`src/rtl/frame_dumper_pkg.sv`:
```
// frame_dumper_pkg
//   Shared types and constants for the frame read-out path: FSM state
//   encoding, bytes per memory word and a helper that turns an image size
//   into a memory word count.
package frame_dumper_pkg;

  localparam int BYTES_PER_WORD = 4;

  typedef enum logic [2:0] {
    IDLE,
    READ,
    LATCH,
    SEND,
    DONE
  } dump_state_t;

  // Number of 32-bit memory words occupied by a width x height 8-bit image.
  function automatic int words(input int width, input int height);
    return (width * height) / BYTES_PER_WORD;
  endfunction

endpackage

```
`src/rtl/frame_dumper_if.sv`:
```
// frame_dumper_if
//   Bundles the control, memory-read and UART-byte signals of frame_dumper.
//   master : the dumper itself (drives busy/done/memory request/tx byte)
//   slave  : the environment (drives start, read data and tx_ack)
//   Signals: start, busy, done, mem_en, mem_we, mem_addr[ADDR_WIDTH],
//            mem_dr[32], tx_data[8], tx_stb, tx_ack
interface frame_dumper_if #(
  parameter int ADDR_WIDTH = 16
);
  logic                  start;
  logic                  busy;
  logic                  done;
  logic                  mem_en;
  logic                  mem_we;
  logic [ADDR_WIDTH-1:0] mem_addr;
  logic [31:0]           mem_dr;
  logic [7:0]            tx_data;
  logic                  tx_stb;
  logic                  tx_ack;

  modport master (
    input  start, mem_dr, tx_ack,
    output busy, done, mem_en, mem_we, mem_addr, tx_data, tx_stb
  );

  modport slave (
    output start, mem_dr, tx_ack,
    input  busy, done, mem_en, mem_we, mem_addr, tx_data, tx_stb
  );
endinterface

```
`src/rtl/frame_dumper_word_serializer.sv`:
```
// frame_dumper_word_serializer
//   Holds one 32-bit memory word and hands it out as 4 bytes, least
//   significant byte first.
//   Ports: clk, rst (async, active-high)
//          load     - capture word, restart at byte 0
//          word     - 32-bit word to capture
//          advance  - current byte was accepted downstream
//          byte_out - byte currently presented (registered)
//          last     - the 4th byte is being accepted this cycle
module frame_dumper_word_serializer
  import frame_dumper_pkg::*;
(
  input  logic        clk,
  input  logic        rst,
  input  logic        load,
  input  logic [31:0] word,
  input  logic        advance,
  output logic [7:0]  byte_out,
  output logic        last
);

  localparam int BCNT_W = $clog2(BYTES_PER_WORD);

  logic [31:0]       shift_reg;
  logic [BCNT_W-1:0] byte_cnt_reg;

  always_ff @(posedge clk or posedge rst) begin
    if (rst) begin
      shift_reg    <= '0;
      byte_cnt_reg <= '0;
    end else if (load) begin
      shift_reg    <= word;
      byte_cnt_reg <= '0;
    end else if (advance) begin
      shift_reg    <= {8'h00, shift_reg[31:8]};
      byte_cnt_reg <= byte_cnt_reg + BCNT_W'(1);
    end
  end

  assign byte_out = shift_reg[7:0];
  assign last     = advance && (byte_cnt_reg == BCNT_W'(BYTES_PER_WORD - 1));

endmodule

```
`src/rtl/frame_dumper.sv`:
```
// frame_dumper
//   Reads the result image out of the shared image memory, one 32-bit word
//   (4 pixels) at a time starting at BASE_ADDR, and streams it to the UART
//   as bytes, little-endian within each word.
//   Ports: clk, rst (async, active-high)
//          bus (frame_dumper_if.master): start, busy, done, mem_en, mem_we,
//          mem_addr, mem_dr, tx_data, tx_stb, tx_ack
//   Every output is decoded from registered state only; tx_ack and mem_dr
//   only steer the next state and the serializer registers.
module frame_dumper
  import frame_dumper_pkg::*;
#(
  parameter int WIDTH      = 352,
  parameter int HEIGHT     = 288,
  parameter int ADDR_WIDTH = 16,
  parameter int BASE_ADDR  = words(WIDTH, HEIGHT)
) (
  input  logic           clk,
  input  logic           rst,
  frame_dumper_if.master bus
);

  localparam int WORDS = words(WIDTH, HEIGHT);
  // A one-word frame still needs a 1-bit counter.
  localparam int CNT_W = (WORDS > 1) ? $clog2(WORDS) : 1;
  localparam logic [CNT_W-1:0] LAST_CNT = CNT_W'(WORDS - 1);

  dump_state_t      state_reg, state_next;
  logic [CNT_W-1:0] word_cnt_reg;
  logic             advance;
  logic             ser_last;
  logic [7:0]       ser_byte;

  assign advance = (state_reg == SEND) && bus.tx_ack;

  frame_dumper_word_serializer u_word_serializer (
    .clk      (clk),
    .rst      (rst),
    .load     (state_reg == LATCH),
    .word     (bus.mem_dr),
    .advance  (advance),
    .byte_out (ser_byte),
    .last     (ser_last)
  );

  // State register and word counter.
  always_ff @(posedge clk or posedge rst) begin
    if (rst) begin
      state_reg    <= IDLE;
      word_cnt_reg <= '0;
    end else begin
      state_reg <= state_next;
      if (state_reg == IDLE) begin
        word_cnt_reg <= '0;
      end else if (ser_last && (word_cnt_reg != LAST_CNT)) begin
        word_cnt_reg <= word_cnt_reg + CNT_W'(1);
      end
    end
  end

  // Next-state logic.
  always_comb begin
    state_next = state_reg;
    case (state_reg)
      IDLE:    if (bus.start) state_next = READ;
      READ:    state_next = LATCH;
      LATCH:   state_next = SEND;
      SEND: begin
        if (ser_last) begin
          state_next = (word_cnt_reg == LAST_CNT) ? DONE : READ;
        end
      end
      DONE:    state_next = IDLE;
      default: state_next = IDLE;
    endcase
  end

  // Output decode. The address is forced to 0 in IDLE so the idle bus is
  // quiet; elsewhere it tracks the current word.
  always_comb begin
    bus.busy     = (state_reg != IDLE);
    bus.done     = (state_reg == DONE);
    bus.mem_en   = (state_reg == READ);
    bus.tx_stb   = (state_reg == SEND);
    bus.mem_addr = '0;
    if (state_reg != IDLE) begin
      bus.mem_addr = ADDR_WIDTH'(BASE_ADDR) + ADDR_WIDTH'(word_cnt_reg);
    end
  end

  assign bus.mem_we  = 1'b0;
  assign bus.tx_data = ser_byte;

endmodule

```
`src/flat_wrapper.sv`:
```
// flat-port wrapper written by rule: the top's interface ports become plain ports
module frame_dumper_flat import frame_dumper_pkg::*;
#(
  parameter int WIDTH      = 352,
  parameter int HEIGHT     = 288,
  parameter int ADDR_WIDTH = 16,
  parameter int BASE_ADDR  = words(WIDTH, HEIGHT)
)
  (clk, rst, bus_start, bus_mem_dr, bus_tx_ack, bus_busy, bus_done, bus_mem_en, bus_mem_we, bus_mem_addr, bus_tx_data, bus_tx_stb);
  frame_dumper_if #(.ADDR_WIDTH(ADDR_WIDTH)) bus_i ();
  input  logic clk;
  input  logic rst;
  input wire logic [$bits(bus_i.start)-1:0] bus_start;
  input wire logic [$bits(bus_i.mem_dr)-1:0] bus_mem_dr;
  input wire logic [$bits(bus_i.tx_ack)-1:0] bus_tx_ack;
  output wire logic [$bits(bus_i.busy)-1:0] bus_busy;
  output wire logic [$bits(bus_i.done)-1:0] bus_done;
  output wire logic [$bits(bus_i.mem_en)-1:0] bus_mem_en;
  output wire logic [$bits(bus_i.mem_we)-1:0] bus_mem_we;
  output wire logic [$bits(bus_i.mem_addr)-1:0] bus_mem_addr;
  output wire logic [$bits(bus_i.tx_data)-1:0] bus_tx_data;
  output wire logic [$bits(bus_i.tx_stb)-1:0] bus_tx_stb;
  assign bus_i.start = bus_start;
  assign bus_i.mem_dr = bus_mem_dr;
  assign bus_i.tx_ack = bus_tx_ack;
  assign bus_busy = bus_i.busy;
  assign bus_done = bus_i.done;
  assign bus_mem_en = bus_i.mem_en;
  assign bus_mem_we = bus_i.mem_we;
  assign bus_mem_addr = bus_i.mem_addr;
  assign bus_tx_data = bus_i.tx_data;
  assign bus_tx_stb = bus_i.tx_stb;
  frame_dumper #(.WIDTH(WIDTH), .HEIGHT(HEIGHT), .ADDR_WIDTH(ADDR_WIDTH), .BASE_ADDR(BASE_ADDR)) u_core (.clk(clk), .rst(rst), .bus(bus_i));
endmodule
```
`config.mk`:
```
export PLATFORM = sky130hd
export DESIGN_NAME = frame_dumper_flat
export DESIGN_NICKNAME = d
export VERILOG_FILES = /design/src/rtl/frame_dumper_pkg.sv /design/src/rtl/frame_dumper_if.sv /design/src/rtl/frame_dumper_word_serializer.sv /design/src/rtl/frame_dumper.sv /design/src/flat_wrapper.sv
export SDC_FILE = /design/constraint.sdc
export NUM_CORES = 1
export LEC_CHECK = 0
export ABC_CLOCK_PERIOD_IN_PS = 2400
export BUFFER_PORTS_ARGS = -buffer_cell sky130_fd_sc_hd__buf_2
export CAP_MARGIN = 20
export CORE_ASPECT_RATIO = 0.9
export CORE_MARGIN = 4
export CORE_UTILIZATION = 53
export DETAILED_ROUTE_END_ITERATION = 8
export PLACE_DENSITY = 0.77
export SYNTH_ARGS = -nofsm -noshare
export SYNTH_HDL_FRONTEND = slang
export SYNTH_SLANG_ARGS = --single-unit
```
`constraint.sdc`:
```
create_clock -name clk -period 2.4 [get_ports clk]
set_clock_uncertainty 0.1 [all_clocks]
set_input_delay 0.12 -clock clk [delete_from_list [all_inputs] [get_ports clk]]
set_output_delay 0.12 -clock clk [all_outputs]
set_load 0.01 [all_outputs]
```
# [Word level (Yosys, flattened, before mapping)]
# Cells that the tools add are included.
[word_totals] output_inout_bits=29 ff_bits=52 elab_cells=35
[op_classes] muxes=11 eq_ne=9 n_addsub=3 reduce_logical=8
[ops] op="$mux 32" count=2
[ops] op="$mux 15" count=2
[ops] op="$add 15x15->16 const A" count=1
[ops] op="$mux 16" count=1
[ops] op="$add 15x1->15 const B" count=1
[ops] op="$eq 15x15->1 const B" count=1
[ops] op="$ne 15x15->1 const B" count=1
[ops] op="$pmux 3 s4" count=1
[ops] op="$mux 3" count=3
[ops] op="$eq 3x2->1 const B" count=2
[ops] op="$mux 2" count=2
[ops] op="$reduce_bool 2->1" count=2
[ops] op="$eq 3x1->1 const B" count=1
[ops] op="$eq 3x3->1 const B" count=1
[ops] op="$logic_and 1x1->1" count=3
[ops] op="$logic_not 3->1" count=1
[ops] op="$reduce_bool 3->1" count=1
[ops] op="$add 2x1->2 const B" count=1
[ops] op="$eq 2x2->1 const B" count=1
[ops] op="$ne 2x1->1 const B" count=1
[ops] op="$ne 2x2->1 const B" count=1
[ops] op="$reduce_and 2->1" count=1

# [Logic depth before layout (Yosys ltp)]
# Gate-level depths: netlist (run 1).
[depth] depth_word=6 depth_mapped=7 depth_no_buf=6

# [Modules after synthesis]
# Synthesis (run 1) repeated with hierarchy kept, for this count alone.
[unflattened] cells_unflattened=301 area_unflattened_um2=2895.3
[by_module_without_submodules] mod="frame_dumper_word_serializer" cells_per_inst=156 seq_area_each_um2=850.8 n_inst=1 area_per_inst_um2=1637.8
[by_module_without_submodules] mod="frame_dumper" cells_per_inst=145 seq_area_each_um2=450.4 n_inst=1 area_per_inst_um2=1257.5

# [Worst setup path before layout (run 1)]
# No wires, ideal clock.
[synth_path] kind="flip-flop to flip-flop" start="register u_core.u_word_serializer.byte_cnt_reg[0]" end="register u_core.word_cnt_reg[5]" required_ns=2.222 stages_incl_launch_ff=7 arrival_time_ns=1.710 setup_slack_ns=0.512 cell_sequence="dfrtp_1 > ha_1 > clkbuf_1 > inv_1 > or4_4 > or3_1 > a21oi_1"
[synth_via] elab_chain_len=4
[synth_lines] item="from (decl)" line="frame_dumper_word_serializer.sv:25" rtl="logic [BCNT_W-1:0] byte_cnt_reg;"
[synth_lines] item="from (signal assigned)" line="frame_dumper_word_serializer.sv:36" rtl="byte_cnt_reg <= byte_cnt_reg + BCNT_W'(1);"
[synth_lines] item="$eq 2x2->1" line="frame_dumper_word_serializer.sv:41" rtl="assign last = advance && (byte_cnt_reg == BCNT_W'(BYTES_PER_WORD - 1));"
[synth_lines] item="$logic_and 1x1->1" line="frame_dumper_word_serializer.sv:41"
[synth_lines] item="$logic_and 1x1->1" line="frame_dumper.sv:55" rtl="end else if (ser_last && (word_cnt_reg != LAST_CNT)) begin"
[synth_lines] item="$reduce_bool 2->1 (no line)"
[synth_lines] item="to (signal assigned)" line="frame_dumper.sv:56" rtl="word_cnt_reg <= word_cnt_reg + CNT_W'(1);"
[synth_lines] item="to (decl)" line="frame_dumper.sv:29" rtl="logic [CNT_W-1:0] word_cnt_reg;"
# Every way passes these cells.
# A chain may end at the register's enable or synchronous reset.

# [Worst setup path after layout (run 1)]
[layout_path] start="register u_core.state_reg[2]" end="register u_core.word_cnt_reg[11]"
[layout_via] elab_chain_len=5
[layout_lines] item="from (decl)" line="frame_dumper.sv:28" rtl="dump_state_t state_reg, state_next;"
[layout_lines] item="from (signal assigned)" line="frame_dumper.sv:52" rtl="state_reg <= state_next;"
[layout_lines] item="$eq 3x2->1" line="frame_dumper.sv:34" rtl="assign advance = (state_reg == SEND) && bus.tx_ack;"
[layout_lines] item="$logic_and 1x1->1" line="frame_dumper.sv:34"
[layout_lines] item="$logic_and 1x1->1" line="frame_dumper_word_serializer.sv:41"
[layout_lines] item="$logic_and 1x1->1" line="frame_dumper.sv:55"
[layout_lines] item="$reduce_bool 2->1 (no line)"
# Several ways; a longest one is shown, not always the timed one.

==> results of run 1 <==
==> critical path, delay by kind of cell, from the launching register on <==
family           cells  cell delay, ns
AND/OR/NAND/NOR      3            1.09
flip-flops           1            0.50
multiplexers         1            0.29
==> worst paths after layout <==
kind                                                                    from                                                    to  slack [ns]  cells past startpoint
max                                          u_core.state_reg[2]$_DFFE_PP0P_                   u_core.word_cnt_reg[11]$_DFFE_PP0P_        0.31                      4
min                                                               bus_tx_ack  u_core.u_word_serializer.byte_cnt_reg[0]$_DFFE_PP0P_        0.07                      3
max reg2reg                                  u_core.state_reg[2]$_DFFE_PP0P_                   u_core.word_cnt_reg[11]$_DFFE_PP0P_        0.31                      4
min reg2reg                u_core.u_word_serializer.shift_reg[0]$_DFFE_PP0P_     u_core.u_word_serializer.shift_reg[0]$_DFFE_PP0P_        0.37                      2
max in group asynchronous                                                rst                       u_core.state_reg[2]$_DFFE_PP0P_        1.34                      4
min in group asynchronous                                                rst     u_core.u_word_serializer.shift_reg[5]$_DFFE_PP0P_        0.44                      4
==> metal layers <==
metal | up-vias | global-route usage, %
met5 | - | 0
met4 | 0 | 6.35
met3 | 10 | 4.00
met2 | 64 | 32.6
met1 | 1090 | 26.3
li1 | 1144 | -
==> timing repair <==
| item | 4_1_cts | 5_1_grt |
|---|---|---|
| setup buffers | 0 | 0 |
| hold buffers | 34 | 0 |
| hold endpoints to repair | 85 | 0 |
==> metrics by stage <==
stage / cell area, sq um / setup WS [ns] / total power [W] / hold slack (ns)
detailed placement: 2970 / 0.348 / 0.00224 / 0.239
CTS: 3400 / 0.330 / 0.00279 / 0.0667
floorplan: 2670 / 0.512 / 0.00198 / 0.160
finish: 3400 / 0.307 / 0.00277 / 0.0686
global route: 3400 / 0.184 / 0.00299 / 0.0789
global placement: 2970 / 0.437 / 0.00221 / 0.237
==> kinds of logic after synthesis <==
group	after synthesis	share of synthesized area (%)
flip-flops	52	48.7
XOR/XNOR	4	1.31
multiplexers	4	1.64
buffers and inverters	34	6.74
other	1	0.140
adder cells (fa/ha/maj)	5	2.34
AND/OR/NAND/NOR	117	22.7
AO/OA/AOI/OAI	64	16.4
==> Yosys cell counts, drive strengths merged, types with 3 or more instances <==
| cell type | count | share of area, % |
|---|---|---|
| and2 | 9 | 2.1 |
| nor2 | 13 | 1.9 |
| a22o | 9 | 3.0 |
| and4 | 3 | 0.98 |
| xnor2 | 3 | 0.98 |
| ha | 5 | 2.3 |
| a22oi | 24 | 6.7 |
| o31ai | 3 | 0.84 |
| nand3 | 8 | 1.5 |
| o21ai | 11 | 2.1 |
| clkbuf | 13 | 1.9 |
| inv | 8 | 1.1 |
| nand2 | 55 | 7.7 |
| nand4 | 5 | 1.2 |
| buf | 13 | 3.7 |
| or3 | 6 | 1.4 |
| dfrtp | 52 | 49 |
| a21oi | 11 | 2.1 |
| nor3 | 3 | 0.56 |
| mux2 | 3 | 1.3 |
==> power by group <==
group,leakage [nW],total (W),switching [W],internal (W)
Combinational,0.972,0.000995,0.000540,0.000455
Clock,0.0455,0.000497,0.000261,0.000236
Sequential,0.680,0.00127,0.000175,0.00110
==> layout make-up <==
type	count	area (sq um)	share of cell area (%)
Timing Repair Buffer	102	693	20.4
Clock buffer	8	90.1	2.65
Tap cell	65	81.3	2.39
Inverter	8	30.0	0.884
Multi-Input combinational cell	195	1200	35.4
Sequential cell	52	1300	38.3
==> results.yml, run 1 <==
outcome:
  outcome: "completed"
place:
  placed_cells: 388
  dp_hpwl_mm: 3.92
  port_buffers: 63
  gpl.final_weighted_congestion: 0.856
floorplanning:
  die_w_um: 82.8
  placeableCoreArea_sq_um: 4860
  die_area_sq_um: 6240
  die_height_um: 75.4
  placement_rows: 24
  boundaryPins: 65
  starting_utilization_of_the_core_area_pct: 54.9
synthesis:
  synth-seq-cells: 52
  synth_async_sr_flop_share_pct: 100
  syn_area_per_cell_sq_um: 9.51
  netlist_area_sq_um: 2670
  synth_enable_flop_cells: 0
  synth_ff_type: "sky130_fd_sc_hd__dfrtp_1"
  seq_area_frac_synth_pct: 48.7
  synth_nets: 322
  synth_cell_types: 44
  yosys_warnings: 0
  synth_cells: 281
routing:
  routed-via-count: 2308
  routedLengthMet1_mm: 2.73
  drt_pass1_iterations: 4
  routed-wl-met2_mm: 2.90
  detail_route.vias_per_cell: 5.37
  first_iter_violations: 129
  drt-total-wl_mm: 5.98
  drc: 0
  wl_met3_um: 255
  avgRoutedWirePerCell_um: 13.9
  ant_nets: 0
  top_layer_used: "met4"
setup_path:
  crit_arrival_ns: 2.18
  cp_max_fo: 9
  worst_path_max_delay_cell: "sky130_fd_sc_hd__nor4_1"
  slowest_delay_ns: 0.68
  worstSetupEndpointType: "flop"
  timing.setup.critical_path_class: "flop to flop"
  crit_required_ns: 2.49
  path_cells: "nand4b_4 -> nor4_1 -> nand4_1 -> mux2_2"
  crit_path_start_kind: "flop"
final_layout:
  insertedDiodeCount: 0
  layout.cells.most_common: "sky130_fd_sc_hd__buf_2"
  finish.net_count: 405
  post-route-util_pct: 69.8
  final_non_filler_cell_total: 430
  largest_register_ff_count: 32
  layout_common_cells: "sky130_fd_sc_hd__buf_2, sky130_fd_sc_hd__nand2_1, sky130_fd_sc_hd__dfrtp_1"
  final_layout_size_suffix_gt1_share_pct: 24.1
  fillerInstances: 408
  area_delta_synth_final_pct: 27.2
timing:
  setup_viol: 0
  clock.fmax_mhz: 478
  min_period_over_period_pct: 87.2
  setup_repair_after_global_routing_missed_its_margin: "no"
  fin_crit_ns: 2.09
  worst_slew_margin_rel_pct: 50.8
  finalHoldViolations: 0
  timing_max_transition_violations_final: 0
  setup-tns-final_ns: 0
  timing_worst_slew_pin_value_ns: 0.731
global_routing:
  grt_start_max_net_pins: 53
  number_of_global_route_vias_before_repair: 2213
  antenna_found_initial: 0
  grt_pass1_wl_mm: 10.2
  grt_remaining_overflow: 0
  grt_usage_pct: 19.6
clock_network:
  clock_path_buffers: 2
  post_cts_resized: 0
  cts_root_buf: "sky130_fd_sc_hd__clkbuf_8"
  cts_max_level: 2
  cts_tree: "done"
  numCtsBuffers: 5
  clk_pin_slew_worst_paths_ns: 0.08
  numClockSinks: 52
  clk_latency_ns: 0.29
power:
  power.static_leakage_nw: 1.70
  irDropWorstVdd_mv: 0.570
  power_density_nw_per_um2: 814
job:
  max_cap_viol_count: 0
hold_path:
  hold_class: "input port to flop"
Power figures use the tool's default switching activity.
==> run 2, diff against run 1 <==
--- a/config.mk
+++ b/config.mk
@@ -10,9 +10,10 @@
 export CAP_MARGIN = 20
 export CORE_ASPECT_RATIO = 0.9
 export CORE_MARGIN = 4
-export CORE_UTILIZATION = 53
+export CORE_UTILIZATION = 54
 export DETAILED_ROUTE_END_ITERATION = 8
-export PLACE_DENSITY = 0.77
+export PLACE_DENSITY = 0.78
 export SYNTH_ARGS = -nofsm -noshare
 export SYNTH_HDL_FRONTEND = slang
+export SYNTH_HIERARCHICAL = 1
 export SYNTH_SLANG_ARGS = --single-unit
==> run 2 against run 1 <==
Setup slack worse by 0.16 ns. Clock-buffer cell count is 3 lower. Final area is 5.4% higher. Total power is 5.6% higher. Largest cell class is now multi-input gates. Flip-flop and latch count stayed put. Synthesized cell count is 7.1% higher. Highest routed layer unchanged.
==> results.yml, run 2 <==
global_routing:
  grt_remaining_overflow: 0
  antenna_found_initial: 0
  grt_usage_pct: 21.3
  grt_pass1_wl_mm: 11.3
  number_of_global_route_vias_before_repair: 2375
  grt_start_max_net_pins: 35
floorplanning:
  boundaryPins: 65
  die_height_um: 77.5
  starting_utilization_of_the_core_area_pct: 55.4
  placeableCoreArea_sq_um: 5220
  placement_rows: 25
  die_w_um: 85.2
  die_area_sq_um: 6600
routing:
  first_iter_violations: 197
  top_layer_used: "met4"
  drt-total-wl_mm: 6.72
  wl_met3_um: 259
  routed-wl-met2_mm: 3.28
  detail_route.vias_per_cell: 5.33
  drt_pass1_iterations: 4
  avgRoutedWirePerCell_um: 14.9
  ant_nets: 0
  routed-via-count: 2408
  routedLengthMet1_mm: 3.06
  drc: 0
clock_network:
  clk_latency_ns: 0.31
  numCtsBuffers: 5
  post_cts_resized: 0
  cts_max_level: 2
  cts_root_buf: "sky130_fd_sc_hd__clkbuf_8"
  cts_tree: "done"
  numClockSinks: 52
  clock_path_buffers: 2
  clk_pin_slew_worst_paths_ns: 0.09
timing:
  setup_repair_after_global_routing_missed_its_margin: "no"
  setup_viol: 0
  worst_slew_margin_rel_pct: 52.1
  fin_crit_ns: 2.25
  setup-tns-final_ns: 0
  clock.fmax_mhz: 445
  timing_max_transition_violations_final: 0
  min_period_over_period_pct: 93.7
  finalHoldViolations: 0
  timing_worst_slew_pin_value_ns: 0.718
setup_path:
  crit_required_ns: 2.50
  path_cells: "nor2b_2 -> and3_2 -> and2_1 -> buf_4 -> nand4_1 -> nor4_1 -> xnor2_1 -> nor2_1"
  worst_r2r_endpoint: "u_core/word_cnt_reg[11]$_DFFE_PP0P_"
  worst-r2r-cell-count: 8
  timing.setup.critical_path_class: "flop to flop"
  crit_arrival_ns: 2.34
  worst_path_max_delay_cell: "sky130_fd_sc_hd__dfrtp_1"
  slowest_delay_ns: 0.46
  regToRegStartpoint: "u_core/state_reg[1]$_DFFE_PP0P_"
  cp_max_fo: 7
  crit_path_start_kind: "flop"
  r2r_setup_slack_ns: 0.15
  worstSetupEndpointType: "flop"
synthesis:
  synth-adder-area-share_pct: 2.16
  synth_top_family_by_area: "simple AND/OR/NAND/NOR gates"
  synth.most_common_cell: "sky130_fd_sc_hd__dfrtp_1"
  yosys_warnings: 6
  syn_area_per_cell_sq_um: 9.62
  synth_mux_area_share_pct: 8.99
  netlist_area_sq_um: 2900
  synth_ff_type: "sky130_fd_sc_hd__dfrtp_1"
  yosys.area_share.simple_pct: 20.1
  yosysTopAreaCell: "sky130_fd_sc_hd__dfrtp_1"
  synth_top_cell_area_share_pct: 44.9
  complex_gate_fraction_of_the_synthesized_area_pct: 12.4
  synth.cells.most_frequent: "sky130_fd_sc_hd__dfrtp_1, sky130_fd_sc_hd__nand2_1, sky130_fd_sc_hd__mux2i_1"
  synth_xor_area_share_pct: 3.03
  synth_cells: 301
  synth_top_area_cells: "sky130_fd_sc_hd__dfrtp_1, sky130_fd_sc_hd__mux2i_1, sky130_fd_sc_hd__nand2_1"
  seq_area_frac_synth_pct: 44.9
  synth-seq-cells: 52
  synth_enable_flop_cells: 0
  synth_async_sr_flop_share_pct: 100
  synth_cell_types: 42
  synth_nets: 342
final_layout:
  finish.net_count: 425
  insertedDiodeCount: 0
  layout_common_cells: "sky130_fd_sc_hd__buf_2, sky130_fd_sc_hd__dfrtp_1, sky130_fd_sc_hd__nand2_1"
  largest_register_ff_count: 32
  area_delta_synth_final_pct: 23.7
  layout.cells.most_common: "sky130_fd_sc_hd__buf_2"
  final_layout_size_suffix_gt1_share_pct: 22.9
job:
  max_cap_viol_count: 0
place:
  gpl.final_weighted_congestion: 0.876
  port_buffers: 63
  dp_hpwl_mm: 4.47
hold_path:
  timing.hold.worst.start: "bus_tx_ack"
  hold_class: "input port to flop"
  worst_hold_path.endpoint: "u_core/state_reg[1]$_DFFE_PP0P_"
  cell_count_of_the_worst_hold_path: 4
outcome:
  outcome: "completed"
power:
  totalPowerFinal_w: 0.00292
  power.static_leakage_nw: 1.68
  power_density_nw_per_um2: 816
  irDropWorstVdd_mv: 0.451
run 2: changes by cell type in the layout (fill, tap and decap cells not counted), moves of 3 or more:
cell,change
sky130_fd_sc_hd__a21oi_1,-4
sky130_fd_sc_hd__a22o_1,-9
sky130_fd_sc_hd__a22oi_1,-24
sky130_fd_sc_hd__a31oi_1,+4
sky130_fd_sc_hd__mux2_2,-3
sky130_fd_sc_hd__mux2i_1,+25
sky130_fd_sc_hd__nand2_1,-15
sky130_fd_sc_hd__nand2b_1,+6
sky130_fd_sc_hd__nor2_1,+4
sky130_fd_sc_hd__o21ai_0,+9
sky130_fd_sc_hd__o21ai_1,+23
sky130_fd_sc_hd__xor2_1,+4
run 2: area by class of cell:
| class | instances | area, sq um |
|---|---|---|
| Fill cell | 417 | 1640 |
| Multi-Input combinational cell | 216 | 1380 |
| Sequential cell | 52 | 1300 |
| Timing Repair Buffer | 104 | 708 |
| Tap cell | 67 | 83.8 |
| Clock buffer | 5 | 68.8 |
| Clock inverter | 3 | 25.0 |
| Inverter | 5 | 18.8 |
run 2: where the power goes:
group | internal, W | leakage (nW) | switching (W)
registers | 0.00112 | 0.685 | 0.000195
logic | 0.000494 | 0.951 | 0.000593
clock network | 0.000213 | 0.0452 | 0.000310
run 2: worst max path at each step:
stage | end | from | slack [ns] | depth (start not counted)
after CTS | u_core/word_cnt_reg[11]$_DFFE_PP0P_ | u_core/state_reg[1]$_DFFE_PP0P_ | 0.16 | 8
after global placement | u_core/word_cnt_reg[11]$_DFFE_PP0P_ | u_core/state_reg[1]$_DFFE_PP0P_ | 0.25 | 8
after detailed placement | u_core/word_cnt_reg[11]$_DFFE_PP0P_ | u_core/state_reg[1]$_DFFE_PP0P_ | 0.16 | 8
after global routing | u_core/word_cnt_reg[12]$_DFFE_PP0P_ | u_core/state_reg[1]$_DFFE_PP0P_ | 0.003 | 7
after floorplan | u_core/word_cnt_reg[12]$_DFFE_PP0P_ | u_core/state_reg[1]$_DFFE_PP0P_ | 0.006 | 11
final | u_core/word_cnt_reg[11]$_DFFE_PP0P_ | u_core/state_reg[1]$_DFFE_PP0P_ | 0.15 | 8
run 2: worst max-delay path, delay by kind of cell (launching register included):
family                 cells  cell delay (ns)
buffers and inverters      1             0.18
XOR/XNOR                   1             0.16
AND/OR/NAND/NOR            6             1.24
flip-flops                 1             0.46
run 2: metal layers:
metal	track usage (%)	vias to the layer above
li1	-	1194
met3	3.08	14
met5	0	-
met4	7.28	0
met1	29.4	1150
met2	34.2	50
run 2: kinds of logic (layout without fill, tap and decap cells):
| family | after synthesis | in the layout |
|---|---|---|
| flops | 52 | 52 |
| compound gates | 62 | 62 |
| fa+ha+maj | 5 | 5 |
| mux | 26 | 26 |
| xor+xnor | 10 | 10 |
| other cells | 1 | 1 |
| simple gates | 112 | 112 |
| buf+inv | 33 | 117 |
run 2: per-stage QoR:
step	utilization (%)	hold slack, ns	cells	setup WS, ns	area [sq um]
finish	68.6	0.264	452	0.151	3580
global placement	60.2	0.149	410	0.248	3150
global route	68.6	0.303	452	0.00340	3580
detailed placement	60.2	0.146	410	0.162	3150
floorplan	-	-0.0414	301	0.00609	2910
CTS	68.6	0.257	452	0.159	3580
run 2: timing repair:
item | 4_1_cts | 5_1_grt
buffers inserted | 0 | 0
hold buffers | 34 | 0
hold endpoints to repair | 85 | 0
==> run 3, diff against run 2 <==
--- a/config.mk
+++ b/config.mk
@@ -13,6 +13,8 @@
 export CORE_UTILIZATION = 54
 export DETAILED_ROUTE_END_ITERATION = 8
 export PLACE_DENSITY = 0.78
+export RECOVER_POWER = 100
+export SLEW_MARGIN = 20
 export SYNTH_ARGS = -nofsm -noshare
 export SYNTH_HDL_FRONTEND = slang
 export SYNTH_HIERARCHICAL = 1
==> run 3 against run 2 <==
Via count rose by 1.1%. Final area is 1.4% lower. Utilization fell by 0.96 points. Sequential power barely moved. Flip-flop and latch count unchanged. Global-route usage unchanged. First-iteration DRC count decreased by 11%. Fmax shrank 0.31%. Worst hold slack barely moved. Wire length grew 1.1%. Cell count unchanged. Critical endpoint is now u_core/word_cnt_reg[13]$_DFFE_PP0P_.
==> results.yml, run 3 (synthesis gave the netlist of run 2 again) <==
clock_network:
  clk_pin_slew_worst_paths_ns: 0.09
  numClockSinks: 52
  clk_latency_ns: 0.31
  number_of_setup_buffers_added_after_cts: 0
  cts_root_buf: "sky130_fd_sc_hd__clkbuf_8"
  clock_path_buffers: 2
  numCtsBuffers: 5
  cts_max_level: 2
  cts_tree: "done"
routing:
  first_iter_violations: 176
  routed-via-count: 2435
  ant_nets: 0
  drt-total-wl_mm: 6.80
  detail_route.vias_per_cell: 5.39
  drt_pass1_iterations: 4
  avgRoutedWirePerCell_um: 15.0
  drc: 0
power:
  power_density_nw_per_um2: 810
  irDropWorstVdd_mv: 0.446
  power.static_leakage_nw: 1.60
place:
  port_buffers: 63
  gpl.final_weighted_congestion: 0.876
  placement.setup.worst_slack_ns: 0.162
  placedInstanceArea_sq_um: 3150
  dp_hpwl_mm: 4.47
timing:
  setup_viol: 0
  timing_worst_slew_pin_value_ns: 0.819
  min_period_over_period_pct: 94.0
  fin_crit_ns: 2.26
  setup_repair_after_global_routing_missed_its_margin: "no"
  worst_slew_margin_rel_pct: 45.4
  finalHoldViolations: 0
  setup-tns-final_ns: 0
  clock.fmax_mhz: 443
  timing_max_transition_violations_final: 0
  fin_ws_ns: 0.144
setup_path:
  crit_arrival_ns: 2.35
  crit_path_start_kind: "flop"
  timing.setup.critical_path_class: "flop to flop"
  cp_max_fo: 7
  worstSetupEndpointType: "flop"
  r2r_setup_slack_ns: 0.14
  crit_required_ns: 2.49
floorplanning:
  starting_utilization_of_the_core_area_pct: 55.4
  placement_rows: 25
  placeableCoreArea_sq_um: 5220
  die_area_sq_um: 6600
  die_height_um: 77.5
  die_w_um: 85.2
  boundaryPins: 65
global_routing:
  number_of_global_route_vias_before_repair: 2375
  grt_start_max_net_pins: 35
  grt_pass1_wl_mm: 11.3
  antenna_found_initial: 0
  grt_remaining_overflow: 0
  grt_usage_pct: 21.3
hold_path:
  hold_class: "input port to flop"
final_layout:
  area_delta_synth_final_pct: 22.0
  seq_cell_area_sq_um: 1300
  final_layout_size_suffix_gt1_share_pct: 16.9
  largest_register_ff_count: 32
  finish.net_count: 425
  layout_common_cells: "sky130_fd_sc_hd__dfrtp_1, sky130_fd_sc_hd__buf_2, sky130_fd_sc_hd__o21ai_0"
  finalInstanceArea_sq_um: 3530
  layout.cells.most_common: "sky130_fd_sc_hd__dfrtp_1"
  insertedDiodeCount: 0
  multi_input_gate_area_in_the_final_layout_sq_um: 1360
  fillerInstances: 433
job:
  max_cap_viol_count: 0
outcome:
  outcome: "completed"
-- run 3: changes by cell type in the layout (fill, tap and decap cells not counted) --
| cell | before | now |
|---|---|---|
| sky130_fd_sc_hd__and2_0 | 0 | 7 |
| sky130_fd_sc_hd__and2_1 | 11 | 4 |
| sky130_fd_sc_hd__buf_2 | 63 | 44 |
| sky130_fd_sc_hd__buf_4 | 7 | 3 |
| sky130_fd_sc_hd__clkbuf_1 | 0 | 20 |
| sky130_fd_sc_hd__clkbuf_2 | 0 | 3 |
| sky130_fd_sc_hd__nor3_1 | 1 | 3 |
| sky130_fd_sc_hd__nor3_2 | 2 | 0 |
| sky130_fd_sc_hd__o21ai_0 | 20 | 41 |
| sky130_fd_sc_hd__o21ai_1 | 23 | 2 |
| sky130_fd_sc_hd__or3_1 | 5 | 6 |
| sky130_fd_sc_hd__or3_4 | 1 | 0 |
-- run 3: what timing repair did --
item                                    in CTS  in global routing
hold buffers                                34                  0
endpoints found under the setup margin       0                  0
gates resized for setup                      0                  0
endpoints found under the hold margin       85                  0
-- run 3: path summary, 6_finish.rpt --
check                                                                      from                                              endpoint  cells past startpoint
setup reg to reg                                u_core/state_reg[1]$_DFFE_PP0P_                   u_core/word_cnt_reg[13]$_DFFE_PP0P_                      8
max in group asynchronous                                                   rst    u_core/u_word_serializer/shift_reg[21]$_DFFE_PP0P_                      4
hold reg to reg            u_core/u_word_serializer/byte_cnt_reg[1]$_DFFE_PP0P_  u_core/u_word_serializer/byte_cnt_reg[1]$_DFFE_PP0P_                      2
setup / recovery                                u_core/state_reg[1]$_DFFE_PP0P_                   u_core/word_cnt_reg[13]$_DFFE_PP0P_                      8
min in group asynchronous                                                   rst                    u_core/word_cnt_reg[2]$_DFFE_PP0P_                      3
hold / removal                                                       bus_tx_ack                       u_core/state_reg[1]$_DFFE_PP0P_                      4
-- run 3: worst max-delay path, cell delays in order (launching register included) --
cell and delay, ns:
sky130_fd_sc_hd__dfrtp_1 0.45, sky130_fd_sc_hd__nor2b_2 0.24, sky130_fd_sc_hd__and3_2 0.20, sky130_fd_sc_hd__and2_1 0.17, sky130_fd_sc_hd__buf_4 0.18, sky130_fd_sc_hd__nand4_1 0.21
sky130_fd_sc_hd__nor4_1 0.39, sky130_fd_sc_hd__xnor2_1 0.16, sky130_fd_sc_hd__nor2_1 0.06
-- run 3: stage by stage --
step | instances | util, % | total power (W) | hold WS [ns]
6_report | 452 | 67.6 | 0.00286 | 0.264
5_1_grt | 452 | 67.6 | 0.00309 | 0.303
4_1_cts | 452 | 68.6 | 0.00293 | 0.257
3_5_place_dp | 410 | 60.2 | 0.00236 | 0.146
3_3_place_gp | 410 | 60.2 | 0.00230 | 0.149
2_1_floorplan | 301 | - | 0.00217 | -0.0414
-- run 3: power by group --
group / switching (W) / internal, W
combinational: 0.000578 / 0.000447
sequential: 0.000195 / 0.00112
clock: 0.000309 / 0.000213
-- run 3: layout make-up --
class	instances	area share, %
repair buffers	104	19.1
flip-flops and latches	52	36.9
clock buffers	5	1.95
inverters	5	0.532
multi-input cells	216	38.5
clock inverters	3	0.709
well taps	67	2.37
-- run 3: per-layer routing --
| layer | GRT usage (%) | share of wire [%] | wire (um) | up-vias |
|---|---|---|---|---|
| li1 | - | - | - | 1197 |
| met1 | 29.4 | 45 | 3070 | 1160 |
| met2 | 34.2 | 49 | 3300 | 66 |
| met3 | 3.08 | 4.5 | 304 | 12 |
| met4 | 7.28 | 1.8 | 124 | 0 |
| met5 | 0 | 0 | 0 | - |
